<file path="config.mk">
export PLATFORM = sky130hd
export DESIGN_NAME = reg_file_8x16
export DESIGN_NICKNAME = d
export VERILOG_FILES = /design/src/rtl/reg_file_8x16.sv
export SDC_FILE = /design/constraint.sdc
export NUM_CORES = 1
export LEC_CHECK = 0
export CAP_MARGIN = 0
export CORE_MARGIN = 1
export CORE_UTILIZATION = 50
export CTS_BUF_LIST = sky130_fd_sc_hd__clkbuf_4 sky130_fd_sc_hd__clkbuf_8
export CTS_CLUSTER_DIAMETER = 40
export DETAILED_ROUTE_END_ITERATION = 6
export DONT_BUFFER_PORTS = 1
export SYNTH_ARGS = -nofsm -noshare
export SYNTH_HDL_FRONTEND = slang
export SYNTH_SLANG_ARGS = --single-unit
export TNS_END_PERCENT = 10
</file>
<file path="constraint.sdc">
create_clock -name clk -period 5.77 [get_ports clk]
set_input_delay 1.154 -clock clk [delete_from_list [all_inputs] [get_ports clk]]
set_output_delay 1.154 -clock clk [all_outputs]
set_load 0.005 [all_outputs]
</file>
<file path="src/rtl/reg_file_8x16.sv">
// 8x16 register file: two combinational read ports, one write port, R7 is the auto-incrementing PC.
// Pending-write scoreboard (busy) for RAW stalls; REGFILE_BYPASS_EN adds write-through forwarding.
module reg_file_8x16 #(
    parameter int                DATA_W   = 16,
    parameter int                NREG     = 8,
    parameter int                ADDR_W   = 3,
    parameter logic [DATA_W-1:0] PC_RESET = 16'h0000
) (
    input  logic              clk,
    input  logic              reset,
    input  logic [ADDR_W-1:0] ra_addr,
    output logic [DATA_W-1:0] ra_data,
    output logic              ra_busy,
    input  logic [ADDR_W-1:0] rb_addr,
    output logic [DATA_W-1:0] rb_data,
    output logic              rb_busy,
    input  logic              wr_n,
    input  logic [ADDR_W-1:0] wr_addr,
    input  logic [DATA_W-1:0] wr_data,
    input  logic              rsv_n,
    input  logic [ADDR_W-1:0] rsv_addr,
    input  logic              pc_inc,
    output logic [DATA_W-1:0] pc_out,
    output logic [NREG-1:0]   busy
);

    localparam int PC_IDX = NREG - 1;

    logic [DATA_W-1:0] regs_q [NREG];
    logic [DATA_W-1:0] regs_d [NREG];
    logic [NREG-1:0]   busy_q;
    logic [NREG-1:0]   busy_d;
    logic              wr_en;
    logic              rsv_en;

    assign wr_en  = ~wr_n;
    assign rsv_en = ~rsv_n;

    // Ordering gives the priorities: a write overrides pc_inc on R7, a reserve overrides the write's busy clear.
    always_comb begin
        regs_d = regs_q;
        busy_d = busy_q;
        if (pc_inc) begin
            regs_d[PC_IDX] = regs_q[PC_IDX] + DATA_W'(1);
        end
        if (wr_en) begin
            regs_d[wr_addr] = wr_data;
            busy_d[wr_addr] = 1'b0;
        end
        if (rsv_en) begin
            busy_d[rsv_addr] = 1'b1;
        end
    end

    always_ff @(posedge clk or posedge reset) begin
        if (reset) begin
            for (int i = 0; i < NREG; i++) begin
                regs_q[i] <= (i == PC_IDX) ? PC_RESET : '0;
            end
            busy_q <= '0;
        end else begin
            for (int i = 0; i < NREG; i++) begin
                regs_q[i] <= regs_d[i];
            end
            busy_q <= busy_d;
        end
    end

    assign pc_out = regs_q[PC_IDX];
    assign busy   = busy_q;

`ifdef REGFILE_BYPASS_EN
    logic byp_a;
    logic byp_b;
    logic byp_busy;

    // A forwarded operand is no longer pending unless it is being re-reserved this same cycle.
    assign byp_a    = wr_en && (ra_addr == wr_addr);
    assign byp_b    = wr_en && (rb_addr == wr_addr);
    assign byp_busy = rsv_en && (rsv_addr == wr_addr);

    assign ra_data = byp_a ? wr_data  : regs_q[ra_addr];
    assign rb_data = byp_b ? wr_data  : regs_q[rb_addr];
    assign ra_busy = byp_a ? byp_busy : busy_q[ra_addr];
    assign rb_busy = byp_b ? byp_busy : busy_q[rb_addr];
`else
    assign ra_data = regs_q[ra_addr];
    assign rb_data = regs_q[rb_addr];
    assign ra_busy = busy_q[ra_addr];
    assign rb_busy = busy_q[rb_addr];
`endif

endmodule

</file>
==> run summary, run 1 <==
Leaving out fill and tap cells, the most frequent cell in the layout is sky130_fd_sc_hd__dfrtp_1. The number of max-slew violations in the final report is 0. The maximum number of pins on one net before global-route repair is 68. The final setup skew is 0.0106 ns. The path depth of the worst reg2reg path came out at 5. The ratio of cells with drive above 1 in the final layout came out at 52.8%.

The number of vias after detailed routing is 4369. The final non-filler cell area is 0.00804 mm². Traced cell by cell, the critical path runs through mux4_2, mux2_2.

The post-synthesis register bit count came out at 136. The total negative slack came out at 0 ns. The most used flip-flop cell after synthesis is sky130_fd_sc_hd__dfrtp_1. The terminus of the critical flop-to-flop path is pc_out[14].

Across the VDD grid, the largest voltage drop is 136 µV. The count of cell instances traversed by the critical path came out at 2. The startpoint identified for the worst register-to-register timing path is pc_out[0]. The proportion of power drawn by flip-flops and latches came out at 48.4%.

The number of hold violations in the final report is 0. The power density over the cells is 370 mW/mm². The share of flip-flops with an asynchronous set or reset after synthesis came out at 100%. TritonCTS created 17 clock buffers.

In this design, the stage delay of the slowest critical-path cell is 0.49 ns. The H-tree depth reported by CTS came out at 4. The portion of the post-synthesis area used by sequential elements is 44.3%. The initial core utilization is 52.1%.

The average routed wire per standard cell is 25.3 µm. The first-iteration detailed-routing DRC count is 239. The area of the mapped netlist came out at 0.00768 mm².

The worst setup path is launched from an input pin. The congestion estimate from routability-driven global placement came to 0.755. The pre-CTS setup slack is 2.65 ns. The final-stage net count is 517. The peak clock frequency supported by timing came out at 319 MHz.

Fill cells in the final layout number 1226. The total wire length is 17200 µm. The number of remaining DRC errors came out at 0.

The clock latency on the worst-skew pair came out at 0.44 ns. The utilization after layout came out at 54.5%. The XOR/XNOR share of the synthesized area is 1.71%. The vertical die dimension came out at 126 µm. After clock tree synthesis, the clock-pin slew on the worst setup and hold paths is 0.07 ns. The global-route total usage across every layer came out at 23.9%. In the layout the commonest cells are sky130_fd_sc_hd__dfrtp_1, sky130_fd_sc_hd__mux2_2, sky130_fd_sc_hd__mux4_2, sky130_fd_sc_hd__nor2_1, sky130_fd_sc_hd__clkbuf_8.

The post-synthesis area per instance is 15.1 µm². After layout, the worst setup slack is 2.63 ns. The count of synthesis-stage warnings from yosys is 0.

Summed over all cells, the static leakage comes to 3.15 nW. Of the total synthesized cell area, the portion taken by full adders, half adders and majority gates is 0.163%. The total area inside the core boundary comes to 0.0148 mm². The signed area change from the synthesized netlist to the final layout is 4.66%. The number of buffers and inverters on the critical path is 0. The max-slew headroom at the worst pin came out at 21.5%. By area the synthesized netlist is led by sky130_fd_sc_hd__dfrtp_1, sky130_fd_sc_hd__mux4_2, sky130_fd_sc_hd__mux2_2, sky130_fd_sc_hd__buf_4, sky130_fd_sc_hd__mux2_4.

The net switching power of the design came out at 0.849 mW. The critical path is of the input pin to output port type. The worst min-delay path endpoint is regs_q[73].

The root buffer cell chosen for the clock tree is sky130_fd_sc_hd__clkbuf_8. In this run the tool buffered the top-level ports with 0 buffer cells. The initial antenna violation count is 0. The number of setup violations in the final report is 0. After detailed routing, the number of vias per cell comes to 6.43. In this run the post-CTS setup repair buffer count came out at 0. The fraction of synthesized cell area taken by the top area cell type came out at 44.3%. For this run, the detailed router's first-pass iteration total came to 4.

Synthesis produced 509 cells. The global-route wire length before repair is 28100 µm. In this run, post-CTS repair resized a total of 0 instances.

The clock group share of total power came out at 28.6%. The combinational family with the most area after synthesis is multiplexers. The cell family contributing the most delay on the critical path is multiplexers. The min-delay analysis places its worst path in the category flop to flop. The critical path required time came out at 4.62 ns. The slowest stage of the critical path belongs to the cell sky130_fd_sc_hd__mux4_2.

Summing the areas of all and, or, nand and nor instances in the mapped netlist gives 5.11% of the synthesized area. After clock tree synthesis, the flow added hold-fix buffers numbering 0. The number of cell rows is 44. The data arrival time at the worst-slack endpoint is 1.98 ns. The detailed placement HPWL came out at 10500 µm. The portion of total power attributed to combinational logic is 23.0%. The fraction of power spent switching nets is 28.6%. The clock net sink count is 136. Measured along the x axis, the die boundary spans 126 µm. TritonCTS built the clock tree. STA classifies the critical path endpoint as an output port. The shortest period the worst path allows is 3.14 ns. Counting instances, the worst hold path has a depth of 1. The post-detailed-placement cell area came out at 0.00761 mm². The antenna violation net count after detailed routing came out at 0. Counting along the longest clock path gives a buffer depth of 2. The largest total area in the synthesized netlist belongs to sky130_fd_sc_hd__dfrtp_1. Setup repair after global routing left no endpoint under its margin. The net count of the mapped netlist is 543.

Cell internal power was estimated by the tool at 2.12 mW. The slew at the pin closest to its max-slew limit is 1.17 ns. In this run the most critical hold path is launched from regs_q[73]. The number of unique standard cell types used by synthesis is 36.

The final global-route overflow total is 0. The count of inserted antenna diode cells came out at 0. The total I/O pin count came out at 91.

The ratio of final minimum period to clock period came out at 54.4%. The area of the die is 0.0159 mm². Along the worst path, the maximum fanout reaches 34. The run finished with clean final reports.

The number of global-route vias before repair is 4695. The multiplexer area fraction after synthesis came out at 41.9%. Summing the areas of all compound-gate instances in the mapped netlist gives 1.94% of the synthesized area. The tool flagged a number of max-cap violations equal to 0.

The number of flops mapped to enable cells by yosys is 0. The register-to-register setup slack came out at 4.06 ns.
[cell usage after synthesis, types with 5 or more instances]
library cell / count
sky130_fd_sc_hd__buf_4: 25
sky130_fd_sc_hd__clkbuf_1: 5
sky130_fd_sc_hd__buf_1: 6
sky130_fd_sc_hd__mux4_2: 68
sky130_fd_sc_hd__inv_1: 7
sky130_fd_sc_hd__mux2_4: 9
sky130_fd_sc_hd__xnor2_1: 11
sky130_fd_sc_hd__buf_2: 6
sky130_fd_sc_hd__a21oi_1: 16
sky130_fd_sc_hd__buf_6: 7
sky130_fd_sc_hd__dfrtp_1: 136
sky130_fd_sc_hd__mux2_2: 133
sky130_fd_sc_hd__nand2_1: 7
sky130_fd_sc_hd__nor2_1: 18
[metrics by stage]
step | hold slack [ns] | power (mW) | cells
final | 0.507 | 2.97 | 680
after global routing | 0.543 | 3.13 | 680
after CTS | 0.514 | 3.01 | 680
after detailed placement | 0.496 | 2.15 | 648
after global placement | 0.484 | 2.11 | 648
after floorplan | 0.470 | 2.06 | 509
[sequential cells by signal, summed over array words and instances (netlist names)]
name and count:
busy 8, pc_out 16, regs_q 112
[kinds of logic (layout without fill, tap and decap cells)]
| logic type | Yosys count | after routing |
|---|---|---|
| and+or+nand+nor | 58 | 58 |
| xor gates and xnor gates | 15 | 15 |
| muxes | 215 | 215 |
| adders and majority gates | 1 | 1 |
| DFF | 136 | 136 |
| AOI/OAI and AO/OA | 26 | 26 |
| buffers and inverters | 58 | 45 |
[final cells by class]
cell class | instances | area [µm²] | area share [%]
Clock inverter | 13 | 179 | 2.23
Clock buffer | 19 | 249 | 3.10
Sequential cell | 136 | 3400 | 42.3
Multi-Input combinational cell | 315 | 3910 | 48.6
Tap cell | 184 | 230 | 2.86
Timing Repair Buffer | 6 | 45.0 | 0.560
Inverter | 7 | 28.8 | 0.358
[metal layers]
metal / share of wire (%) / track usage (%) / vias to the layer above
li1: - / - / 1874
met1: 44 / 32.6 / 2375
met2: 50 / 38.2 / 107
met3: 5.8 / 5.48 / 13
met4: 0.84 / 7.80 / 0
met5: 0 / 0 / -
[power groups by stage]
stage	logic [mW]	registers [mW]	clock network, mW
detailed placement	0.688	1.46	0
global route	0.747	1.48	0.907
global placement	0.675	1.44	0
floorplan	0.713	1.35	0
finish	0.684	1.44	0.849
CTS	0.692	1.44	0.873
[worst max path at each step]
stage / startpoint / endpoint
2_1_floorplan: reset / busy[0]
3_3_place_gp: rb_addr[0] / rb_data[11]
3_5_place_dp: ra_addr[0] / ra_data[11]
4_1_cts: ra_addr[0] / ra_data[11]
5_1_grt: ra_addr[0] / ra_data[11]
6_report: ra_addr[0] / ra_data[11]
(Power assumes the default switching activity.)
==> run 2: changes to the inputs <==
- PLACE_DENSITY: unset -> 0.68
- clock period: 5.77 -> 2.6 ns (I/O delays scaled with it)
==> run 2 against run 1 <==
Hold slack worse by 0.38 ns. Sequential share of layout area up 0.059 points. Non-clock buffer count up 1. Design area down 0.14%. Combinational power up 130%. Via count down 0.21%. Clock-buffer cell count up 5. Largest cell class unchanged. Clock power up 100%. Die area unchanged. Register-to-register slack worse by 3.2 ns. Largest power group unchanged. Clock skew up 0.0038 ns.
==> run summary, run 2 (synthesis gave the netlist of run 1 again) <==
Setup repair after global routing left no endpoint under its margin. The flip-flop count of the largest register after layout came out at 112 (unchanged). The global-route total usage across every layer is 23.3% (-0.56 points). Ranked by flip-flop count, first place goes to regs_q.

The die span in x is 126 µm (unchanged). The max-slew headroom at the worst pin is 22.9% (+1.4 points). The total of max-cap violations came out at 0 (unchanged). The total I/O pin count was 91 (unchanged).

The clock net sink count was 136 (unchanged). The number of buffers on the longest clock path is 2 (unchanged). The worst setup path is of the flop to output port kind.

The total wire length was 17100 µm (-0.50%). The power density over the cells is 807 mW/mm² (+120%). The final global-route overflow total is 0 (unchanged). The number of global-route vias before repair came to 4756 (+1.3%). The H-tree depth reported by CTS is 4 (unchanged). The post-CTS repair timing setup buffer count was 0 (unchanged). The maximum number of pins on one net before global-route repair is 137 (+100%).

The post-detailed-placement cell area came out at 0.00763 mm² (+0.28%). The number of vias after detailed routing came out at 4360 (-0.21%). The first-pass iteration count of the detailed router is 5 (+1). The number of hold violations in the final report came out at 0 (unchanged).

The peak clock frequency supported by timing is 435 MHz. The data arrival time at the worst-slack endpoint is 1.78 ns (-0.20 ns). The root cell of the clock tree is sky130_fd_sc_hd__clkbuf_8.

The run finished with clean final reports. The count of inserted antenna diode cells came out at 0 (unchanged). The initial core utilization is 52.1% (unchanged).

The most common cell after layout, fill and taps aside is sky130_fd_sc_hd__dfrtp_1. The first-iteration detailed-routing DRC count came out at 292 (+22%). The final-stage net count came out at 518 (+0.19%).

The antenna violation net count after detailed routing came out at 0 (unchanged). The average routed wire per standard cell came out at 25.2 µm (-0.65%). The ratio of cells with drive above 1 in the final layout is 52.9% (+0.095 points). The top cell types in the final layout, fill and taps aside, are sky130_fd_sc_hd__dfrtp_1, sky130_fd_sc_hd__mux2_2, sky130_fd_sc_hd__mux4_2, sky130_fd_sc_hd__clkbuf_8, sky130_fd_sc_hd__nor2_1.

The detailed placement HPWL came out at 10600 µm (+0.99%). The clock slew seen by the registers of the worst setup and hold paths is 0.08 ns (about the same). The ratio of final minimum period to clock period is 88.4%. The tightest min-delay check is of the input pin to asynchronous set/reset pin type.

The kind of launch point of the worst setup path is a flop. TritonCTS built the clock tree. The critical path required time came out at 2.08 ns (-2.54 ns). The number of max-slew violations in the final report was 0 (unchanged). The total instance count after detailed placement came out at 649 (+0.15%). The utilization after layout is 54.4% (-0.076 points).

The vias per cell is 6.40 (-0.35%). The vertical die dimension came out at 126 µm (unchanged). The signed area change from the synthesized netlist to the final layout came out at 4.51%. The routability congestion estimate from global placement was 0.761 (+0.82%).

The initial antenna violation count came out at 0 (unchanged). The number of setup violations in the final report is 0 (unchanged). The number of remaining DRC errors is 0 (unchanged). The number of gates given a new drive strength after cts was 0 (unchanged). The number of cell rows came out at 44 (unchanged). The count of buffers from port buffering is 0 (unchanged).

The global-route wire length before repair came to 27400 µm (-2.5%). For the finished layout, the period the worst path requires is 2.30 ns. The number of buffers added to fix hold violations after cts is 0 (unchanged). The peak supply drop is 591 µV (+330%). The worst hold margin is 0.131 ns (-0.375 ns). The final setup skew came out at 0.0144 ns (+0.00383 ns).

The floorplan core area came out at 0.0148 mm² (unchanged). The highest fanout seen on the critical path is 8 (-76%). The leakage power came to 3.15 nW (+0.19%). The endpoint class of the critical path is an output port. The non-filler instance count after layout is 681 (+0.15%). The slew at the pin closest to its max-slew limit came out at 1.16 ns (-0.0172 ns). The TritonCTS buffer count is 17 (unchanged).

The clock latency on the worst-skew pair is 0.45 ns (about the same). The area of the die came out at 0.0159 mm² (unchanged). The total negative slack is 0 ns (unchanged). The final non-filler cell area is 0.00803 mm² (-0.14%).
[run 2: report_power, final]
part / internal (mW) / total [mW] / leakage, nW / switching (mW)
Sequential: 2.63 / 3.18 / 1.62 / 0.552
Combinational: 1.04 / 1.56 / 1.33 / 0.519
Clock: 0.951 / 1.74 / 0.208 / 0.792
[run 2: cell type report]
type	count	area, µm²
Tap cell	184	230
Multi-Input combinational cell	315	3910
Clock inverter	8	96.3
Inverter	7	30.0
Sequential cell	136	3400
Fill cell	1199	6730
Clock buffer	24	299
Timing Repair Buffer	7	65.1
[run 2: routing by layer]
layer | part of all wire, % | global-route usage, %
met4 | 1.6 | 7.02
met1 | 42 | 30.5
met2 | 49 | 37.9
met3 | 6.8 | 6.80
met5 | 0 | 0
[run 2: path summary, 6_finish.rpt]
check | cells past startpoint | slack (ns) | endpoint | startpoint
min in group clk | 1 | 0.16 | busy[0] | rsv_n
hold reg to reg | 1 | 0.51 | regs_q[73] | regs_q[73]
setup / recovery | 2 | 0.30 | rb_data[7] | pc_out[7]
max in group asynchronous | 2 | 1.90 | regs_q[21] | reset
setup reg to reg | 5 | 0.87 | pc_out[14] | pc_out[0]
hold / removal | 2 | 0.13 | busy[4] | reset
[run 2: worst max-delay path: stages, from the launching register on]
cell and delay [ns]:
sky130_fd_sc_hd__dfrtp_1 0.52, sky130_fd_sc_hd__mux4_2 0.51, sky130_fd_sc_hd__mux2_2 0.30
[run 2: per-stage QoR]
step,setup slack (ns),power (mW)
finish,0.301,6.48
global route,0.223,6.84
CTS,0.262,6.55
detailed placement,0.659,4.79
global placement,0.728,4.68
floorplan,0.372,4.57
